**config.mk**
```make
export PLATFORM = sky130hd
export DESIGN_NAME = alu_issue_stage
export DESIGN_NICKNAME = d
export VERILOG_FILES = /design/src/rtl/alu_issue_stage.sv
export SDC_FILE = /design/constraint.sdc
export NUM_CORES = 1
export LEC_CHECK = 0
export CAP_MARGIN = 20
export CORE_ASPECT_RATIO = 2
export CORE_MARGIN = 2
export CORE_UTILIZATION = 45
export CTS_BUF_LIST = sky130_fd_sc_hd__clkbuf_8 sky130_fd_sc_hd__clkbuf_16
export DETAILED_ROUTE_END_ITERATION = 7
export DONT_BUFFER_PORTS = 1
export GPL_TIMING_DRIVEN = 0
export SLEW_MARGIN = 20
export SYNTH_ARGS = -nofsm -noshare
export SYNTH_HDL_FRONTEND = slang
export SYNTH_SLANG_ARGS = --single-unit
```
**constraint.sdc**
```tcl
create_clock -name clk -period 5.2 [get_ports clk]
set_input_delay 0.52 -clock clk [delete_from_list [all_inputs] [get_ports clk]]
set_output_delay 0.52 -clock clk [all_outputs]
set_load 0.1 [all_outputs]
```
**src/rtl/alu_issue_stage.sv**
```systemverilog
// alu_issue_stage
//   Producer side of the ALU control/operand interface. Decodes OP, OP-IMM,
//   LUI and AUIPC instructions into funct3/funct7/operand_1/operand_2/rd and
//   presents them to the ALU behind a valid/ready handshake with a 2-entry
//   skid buffer (main register + skid register).
//
//   Optional feature macro: ALU_ILLEGAL_TRAP_EN
//     defined   : illegal instructions are forwarded as zeroed ops with
//                 out_illegal=1
//     undefined : illegal instructions are accepted and silently dropped;
//                 out_illegal is tied to 0
//
// Ports
//   clk, rst_n            clock (rising edge), async active-low reset
//   flush                 synchronous flush, empties both entries
//   in_valid/in_ready     upstream handshake (in_ready comes from state only)
//   in_instr/in_pc        instruction word and its PC
//   in_rs1_data/rs2_data  register-file read values
//   out_valid/out_ready   downstream handshake to ALU/writeback
//   out_funct3/funct7     ALU control
//   out_operand_1/2       ALU operands
//   out_rd                destination register
//   out_illegal           illegal-instruction flag
module alu_issue_stage #(
  parameter int XLEN = 32
) (
  input  logic            clk,
  input  logic            rst_n,
  input  logic            flush,
  input  logic            in_valid,
  output logic            in_ready,
  input  logic [31:0]     in_instr,
  input  logic [XLEN-1:0] in_pc,
  input  logic [XLEN-1:0] in_rs1_data,
  input  logic [XLEN-1:0] in_rs2_data,
  output logic            out_valid,
  input  logic            out_ready,
  output logic [2:0]      out_funct3,
  output logic [6:0]      out_funct7,
  output logic [XLEN-1:0] out_operand_1,
  output logic [XLEN-1:0] out_operand_2,
  output logic [4:0]      out_rd,
  output logic            out_illegal
);

  typedef enum logic [1:0] {
    S_EMPTY,
    S_MAIN,
    S_SKID
  } state_t;

  typedef struct packed {
    logic [2:0]      f3;
    logic [6:0]      f7;
    logic [XLEN-1:0] op1;
    logic [XLEN-1:0] op2;
    logic [4:0]      rd;
  } payload_t;

  localparam logic [6:0] OPC_OP     = 7'b0110011;
  localparam logic [6:0] OPC_OP_IMM = 7'b0010011;
  localparam logic [6:0] OPC_LUI    = 7'b0110111;
  localparam logic [6:0] OPC_AUIPC  = 7'b0010111;

  state_t   state_q, state_d;
  payload_t main_q, skid_q, dec;
  logic     illegal;
  logic     in_xfer, out_xfer, accept;
  logic     ld_main, ld_skid, mv_skid;

  // Signed views of the immediates; width casts to XLEN sign-extend them.
  logic signed [11:0] imm_i;
  logic signed [31:0] imm_u;
  logic [2:0]         f3_raw;
  logic [6:0]         f7_raw;

  assign imm_i  = in_instr[31:20];
  assign imm_u  = {in_instr[31:12], 12'b0};
  assign f3_raw = in_instr[14:12];
  assign f7_raw = in_instr[31:25];

  // ---------------------------------------------------------------- decode
  always_comb begin
    dec     = '0;
    illegal = 1'b0;
    dec.rd  = in_instr[11:7];
    case (in_instr[6:0])
      OPC_OP: begin
        dec.f3  = f3_raw;
        dec.f7  = f7_raw;
        dec.op1 = in_rs1_data;
        dec.op2 = in_rs2_data;
        illegal = !((f7_raw == 7'h00) ||
                    (f7_raw == 7'h20 && (f3_raw == 3'b000 || f3_raw == 3'b101)));
      end
      OPC_OP_IMM: begin
        dec.f3  = f3_raw;
        dec.op1 = in_rs1_data;
        dec.op2 = XLEN'(imm_i);
        // Only shifts carry funct7; other OP-IMM forms keep it zero so the
        // immediate's upper bits never select SUB.
        if (f3_raw == 3'b001 || f3_raw == 3'b101) begin
          dec.f7 = f7_raw;
          if (XLEN == 64) dec.f7[0] = 1'b0;  // instr[25] is shamt[5]
        end
        illegal = (f3_raw == 3'b001 && dec.f7 != 7'h00) ||
                  (f3_raw == 3'b101 && dec.f7 != 7'h00 && dec.f7 != 7'h20);
      end
      OPC_LUI: begin
        dec.op2 = XLEN'(imm_u);
      end
      OPC_AUIPC: begin
        dec.op1 = in_pc;
        dec.op2 = XLEN'(imm_u);
      end
      default: illegal = 1'b1;
    endcase
`ifdef ALU_ILLEGAL_TRAP_EN
    if (illegal) dec = '0;
`endif
  end

  // ------------------------------------------------------------ handshake
  assign in_ready  = (state_q != S_SKID);
  assign out_valid = (state_q != S_EMPTY);
  assign in_xfer   = in_valid && in_ready;
  assign out_xfer  = out_valid && out_ready;

`ifdef ALU_ILLEGAL_TRAP_EN
  assign accept = in_xfer;
`else
  // Illegal ops complete the input handshake but never occupy an entry.
  assign accept = in_xfer && !illegal;
`endif

  always_ff @(posedge clk or negedge rst_n) begin
    if (!rst_n) state_q <= S_EMPTY;
    else        state_q <= state_d;
  end

  always_comb begin
    state_d = state_q;
    ld_main = 1'b0;
    ld_skid = 1'b0;
    mv_skid = 1'b0;
    if (flush) begin
      state_d = S_EMPTY;
    end else begin
      case (state_q)
        S_EMPTY: begin
          if (accept) begin
            ld_main = 1'b1;
            state_d = S_MAIN;
          end
        end
        S_MAIN: begin
          if (out_xfer && accept) begin
            ld_main = 1'b1;
          end else if (out_xfer) begin
            state_d = S_EMPTY;
          end else if (accept) begin
            ld_skid = 1'b1;
            state_d = S_SKID;
          end
        end
        S_SKID: begin
          if (out_xfer) begin
            mv_skid = 1'b1;
            state_d = S_MAIN;
          end
        end
        default: state_d = S_EMPTY;
      endcase
    end
  end

  // ------------------------------------------------------------- datapath
  always_ff @(posedge clk or negedge rst_n) begin
    if (!rst_n) begin
      main_q <= '0;
      skid_q <= '0;
    end else begin
      if (ld_main)      main_q <= dec;
      else if (mv_skid) main_q <= skid_q;
      if (ld_skid)      skid_q <= dec;
    end
  end

`ifdef ALU_ILLEGAL_TRAP_EN
  logic main_ill_q, skid_ill_q;

  always_ff @(posedge clk or negedge rst_n) begin
    if (!rst_n) begin
      main_ill_q <= 1'b0;
      skid_ill_q <= 1'b0;
    end else begin
      if (ld_main)      main_ill_q <= illegal;
      else if (mv_skid) main_ill_q <= skid_ill_q;
      if (ld_skid)      skid_ill_q <= illegal;
    end
  end

  assign out_illegal = main_ill_q;
`else
  assign out_illegal = 1'b0;
`endif

  assign out_funct3    = main_q.f3;
  assign out_funct7    = main_q.f7;
  assign out_operand_1 = main_q.op1;
  assign out_operand_2 = main_q.op2;
  assign out_rd        = main_q.rd;

endmodule

```
==> results of run 1 <==
==> how the worst min path moves through the flow <==
stage          start                 to  slack (ns)  depth (start not counted)
6_report       rst_n  out_operand_2[22]        0.07                          1
5_1_grt        rst_n  out_operand_2[23]        0.13                          1
4_1_cts        flush         state_q[1]        0.14                          1
3_5_place_dp   rst_n  out_operand_2[22]        0.23                          0
3_3_place_gp   rst_n  out_operand_2[22]        0.23                          0
2_1_floorplan  rst_n      out_funct3[0]        0.22                          0
==> cells by family after synthesis <==
family / after synthesis / share of synthesized area, %
other cells: 1 / 0.0517
simple gates: 73 / 5.91
mux: 72 / 11.1
buf+inv: 57 / 3.69
xor+xnor: 1 / 0.121
flops: 160 / 55.2
compound gates: 203 / 23.9
==> report_power, final <==
part | switching (W) | internal (W) | total, W
Sequential | 0.000131 | 0.00126 | 0.00139
Clock | 0.000485 | 0.000742 | 0.00123
Combinational | 0.0000456 | 0.0000222 | 0.0000678
Total | 0.000662 | 0.00202 | 0.00268
==> stage by stage <==
stage / util (%) / instance area [sq um] / hold slack, ns / setup WS [ns] / instances
finish: 51.4 / 8110 / 0.0704 / 2.38 / 798
floorplan: - / 7260 / 0.224 / 2.61 / 567
global placement: 47.6 / 7510 / 0.227 / 1.97 / 768
global route: 51.4 / 8110 / 0.135 / 2.18 / 798
detailed placement: 47.6 / 7510 / 0.228 / 2.29 / 768
CTS: 51.4 / 8110 / 0.141 / 2.29 / 798
==> sequential cells by signal, summed over array words and instances, names as in the netlist <==
name,cells
out_rd,5
state_q,2
out_operand_1,32
out_funct7,7
out_funct3,3
skid_q,79
out_operand_2,32
==> final cells by class <==
type                    instances  area [sq um]  share of cell area (%)
flip-flops and latches        160          4000                    49.4
multi-input cells             350          2990                    36.8
clock buffers                  17           425                    5.25
well taps                     201           251                    3.10
plain buffers                  51           245                    3.02
clock inverters                12           148                    1.82
repair buffers                  1          27.5                   0.339
inverters                       6          22.5                   0.278
==> cell usage after synthesis <==
master,count,area [sq um]
nor3_1,2,10.0
clkbuf_1,29,109
nor3b_1,1,7.51
nand3_1,1,5.00
a32o_1,3,30.0
and4b_1,1,10.0
nor2b_1,2,12.5
a311oi_1,1,8.76
nand3b_1,3,22.5
a31oi_1,1,6.26
buf_6,4,45.0
or2_2,1,6.26
xor2_1,1,8.76
and2_1,28,175
buf_2,16,80.1
nor2_4,1,11.3
nor2_1,6,22.5
a21oi_1,1,5.00
and3_1,1,6.26
nor3_2,1,10.0
a22o_1,92,806
inv_1,6,22.5
a21o_1,53,398
nor3b_2,1,12.5
buf_1,1,3.75
dfrtp_1,160,4000
and4bb_2,1,12.5
conb_1,1,3.75
o31ai_1,7,52.6
nand2_1,17,63.8
buf_4,1,7.51
a211oi_1,1,7.51
nand2b_1,4,25.0
a221o_1,40,400
mux2_2,70,788
mux2i_1,2,20.0
o21ai_0,4,20.0
nor4_1,1,6.26
or4b_1,1,10.0
==> timing repair <==
item                                   CTS  global route
endpoints found under the hold margin  160             0
buffers inserted                         0             0
hold buffers                             1             0
==> layer usage <==
metal | wire length (um) | track usage (%)
met5 | 0 | 0
met2 | 10900 | 42.7
met1 | 6750 | 23.4
met4 | 673 | 11.0
met3 | 1290 | 5.82
==> results.toml, run 1 <==
[status]
status = "complete, no violations"

[drt]
via_per_inst = 6.22
num_vias = 4966
drcViolationCount = 0
routed_wl_mm = 19.6
drt_iter0_markers = 189
wl_per_cell_um = 24.5
final_antenna_net_count = 0
drt_first_pass_iters = 4

[sta]
rsz0062_at_grt = "false"
hold_violations = 0
worst_clock_skew_ns = 0.00797
tns_ns = 0
setup_viol = 0
layout_min_cycle_time_ns = 2.82
finalCritPeriodShare_pct = 54.3
maxSlewViolCount = 0
worst_slew_pin_slew_ns = 0.972
relSlewSlack_pct = 35.2
fmax_mhz = 354

[setup_path]
critPathCaptureType = "register"
cp_data_arrival_time_ns = 3.18
path_max_fanout = 10
timing.critical_path.mode_cell = "clkbuf_1"
crit_chain = "nand2b_2 -> nor3b_2 -> clkbuf_1 -> clkbuf_1 -> a22o_1 -> a21o_1"
cp.required_ns = 5.55
cp_slowest_cell = "nor3b_2"
reg2reg_from = "state_q[0]"
path_buf_inv = 2
critPathCapture = "out_operand_1[26]"
startpoint = "state_q[0]"
cp-start-kind = "register"
r2r_slack_ns = 2.38
worstReg2RegEnd = "out_operand_1[26]"
rr_worst_depth = 6
worst_path_largest_cell_delay_ns = 0.55
criticalPathCategory = "reg2reg"
crit_family = "simple AND/OR/NAND/NOR gates"
path_depth = 6

[floorplanning]
chipWidth_um = 93.8
die-area_sq_um = 17200
initial_utilization_pct = 46.0
core_region_area_sq_um = 15800
dieHeight_um = 184
io_pins = 215
placementRows = 65

[cts]
numCtsBuffers = 17
clkLatencyLatePin_ns = 0.42
clock_sinks = 160
clkTransAtPathRegs_ns = 0.06
clock_tree.buffer_depth = 2
cts_tree = "built"
cts_resized = 0
cts_htree_levels = 4
cts-root-buf = "clkbuf_16"

[layout]
drive_gt1_share_pct = 21.1
nFillCells = 1406
diodes = 0
mostFrequentLayoutCells = "160 x dfrtp_1, 92 x a22o_1, 70 x mux2_2, 53 x a21o_1, 40 x a221o_1"
final_common_cell = "dfrtp_1"
num-nets-final = 720
synthToLayoutAreaGrowth_pct = 11.8

[yosys]
syn_inst = 567
ys_types = 39
synth_area_sq_um = 7260
yosysSeqAreaShare_pct = 55.2
ys_seq_elements = 160
yosysWarnings = 0
syn-num-nets = 700
syn_avg_cell_area_sq_um = 12.8

[global_route]
grtUsageTotal_pct = 23.0
grt_overflow = 0
grt_pass1_vias = 5183
grt_pass1_wl_mm = 29.4
grt_start_max_net_pins = 161
antenna_found_initial = 0

[power_and_ir_drop]
power.total_w = 0.00268
ir_worst_vdd_uv = 193
leakagePower_nw = 4.29
p_per_area_nw_per_um2 = 331

[hold_path]
hold_path_class = "in2async"

[placement]
gp_congestion = 0.787
dp_hpwl_mm = 14.7
io_buffer_count = 0

[flow_run]
max_cap_violations = 0
(Power assumes the default switching activity.)
==> run 2, diff against run 1 <==
==> constraint.sdc (replaced) <==
create_clock -name clk -period 2.5 [get_ports clk]
set_input_delay 0.25 -clock clk [delete_from_list [all_inputs] [get_ports clk]]
set_output_delay 0.25 -clock clk [all_outputs]
set_load 0.1 [all_outputs]
==> run 2 against run 1 <==
Against the previous run: the flow now finishes with violations (negative hold slack); final cell count grew 1.4%; sequential share of layout area decreased by 0.85 points; final area rose by 1.7%; combinational power up 50%; largest power group unchanged.
==> results.toml, run 2 (same netlist as run 1, synthesis figures left out) <==
[setup_path]
cp_data_arrival_time_ns = 2.73
crit_chain = "nand2b_4 -> nand2_1 -> nor3_2 -> nor2b_2 -> nand3b_1 -> a211oi_1 -> dlygate4sd3_1"
worst_path_largest_cell_delay_ns = 0.59
criticalPathCategory = "reg2reg"
cp_slowest_cell = "dlygate4sd3_1"
cp.required_ns = 2.85
crit_family = "simple AND/OR/NAND/NOR gates"
critPathCaptureType = "register"
cp-start-kind = "register"
path_buf_inv = 1
path_max_fanout = 7

[cts]
clock_sinks = 160
cts_tree = "built"
clkTransAtPathRegs_ns = 0.06
hold_buffers = 10
cts-root-buf = "clkbuf_16"
numCtsBuffers = 17
clkLatencyLatePin_ns = 0.42
cts_htree_levels = 4
postCtsSetupRepairBufs = 0
clock_tree.buffer_depth = 2

[status]
violations = "negative hold slack"
status = "complete, but fails checks"

[flow_run]
max_cap_violations = 0

[sta]
fmax_mhz = 421
hold_violations = 160
finalCritPeriodShare_pct = 94.9
hold-worst-slack_ns = -0.479
setup_viol = 0
final.setup.worst_slack_ns = 0.127
worst_slew_pin_slew_ns = 0.975
layout_min_cycle_time_ns = 2.37
relSlewSlack_pct = 35.0
rsz0062_at_grt = "false"
worst_clock_skew_ns = 0.00561
maxSlewViolCount = 0
tns_ns = 0

[layout]
largest_reg_flops = 79
nFillCells = 1407
diodes = 0
drive_gt1_share_pct = 21.9
multi_input_area_sq_um = 3000
final_common_cell = "dfrtp_1"
num-nets-final = 729
largest_register = "skid_q"
mostFrequentLayoutCells = "160 x dfrtp_1, 92 x a22o_1, 70 x mux2_2, 53 x a21o_1, 40 x a221o_1"
regArea_sq_um = 4000
synthToLayoutAreaGrowth_pct = 13.7

[floorplanning]
io_pins = 215
die-area_sq_um = 17200
initial_utilization_pct = 46.0
placementRows = 65
dieHeight_um = 184
core_region_area_sq_um = 15800
chipWidth_um = 93.8

[power_and_ir_drop]
p_per_area_nw_per_um2 = 693
ir_worst_vdd_uv = 438
leakagePower_nw = 4.38

[global_route]
grt_pass1_vias = 5250
grt_start_max_net_pins = 161
antenna_found_initial = 0
grt_pass1_wl_mm = 29.6
grtUsageTotal_pct = 23.1
grt_overflow = 0

[drt]
drt_first_pass_iters = 4
final_antenna_net_count = 0
drcViolationCount = 0
via_per_inst = 6.22
routed_wl_mm = 19.7
num_vias = 5035
wl_per_cell_um = 24.3
drt_iter0_markers = 216

[placement]
gp_congestion = 0.790
io_buffer_count = 0
dp_hpwl_mm = 14.5
pre_cts_slack_ns = -0.429

[hold_path]
hold_path_class = "in2async"
run 2: power breakdown:
group	internal [W]	leakage, nW	total (W)	switching (W)
Combinational	0.0000515	1.85	0.000102	0.0000501
Sequential	0.00262	2.22	0.00289	0.000273
Clock	0.00171	0.311	0.00273	0.00102
run 2: layout make-up:
class / instances / share of cell area, %
clock buffers: 19 / 5.49
well taps: 201 / 3.05
clock inverters: 12 / 2.03
plain buffers: 51 / 3.06
inverters: 6 / 0.273
flip-flops and latches: 160 / 48.5
multi-input cells: 350 / 36.4
repair buffers: 10 / 1.21
run 2: metrics by stage:
step	util, %	instances	hold slack, ns	power (W)	area [sq um]
floorplan	-	567	-0.0456	0.00300	7260
global route	52.3	809	-0.502	0.00591	8250
finish	52.3	809	-0.479	0.00572	8250
global placement	47.6	768	-0.0426	0.00302	7510
CTS	52.3	809	-0.500	0.00579	8240
detailed placement	47.6	768	-0.0420	0.00303	7510
run 2: what timing repair did:
| action | in CTS | in global routing |
|---|---|---|
| setup endpoints to repair | 63 | 37 |
| endpoints found under the hold margin | 170 | 160 |
| gates resized for setup | 4 | 9 |
run 2: final timing paths:
kind / start / to / slack [ns] / cells past startpoint
max in group asynchronous: rst_n / skid_q[10] / 2.73 / 0
worst max register to register: state_q[1] / state_q[1] / 0.13 / 7
worst max-delay path: state_q[1] / state_q[1] / 0.13 / 7
worst min register to register: skid_q[72] / out_funct7[3] / 0.48 / 2
worst min-delay path: rst_n / out_operand_2[26] / -0.48 / 0
min in group clk: in_instr[7] / out_rd[0] / 0.04 / 2
run 2: worst register-to-register path, stage by stage (launching register included):
cell	delay [ns]
dfrtp_1	0.47
nand2b_4	0.35
nand2_1	0.12
nor3_2	0.21
nor2b_2	0.27
nand3b_1	0.10
a211oi_1	0.21
dlygate4sd3_1	0.59
run 2: routing by layer:
layer  up-vias  GRT usage (%)  wire length (um)
li1       2222              -                 -
met1      2540           23.9              6990
met2       233           41.1             10400
met3        40           6.48              1350
met4         0           12.6               877
met5         -              0                 0
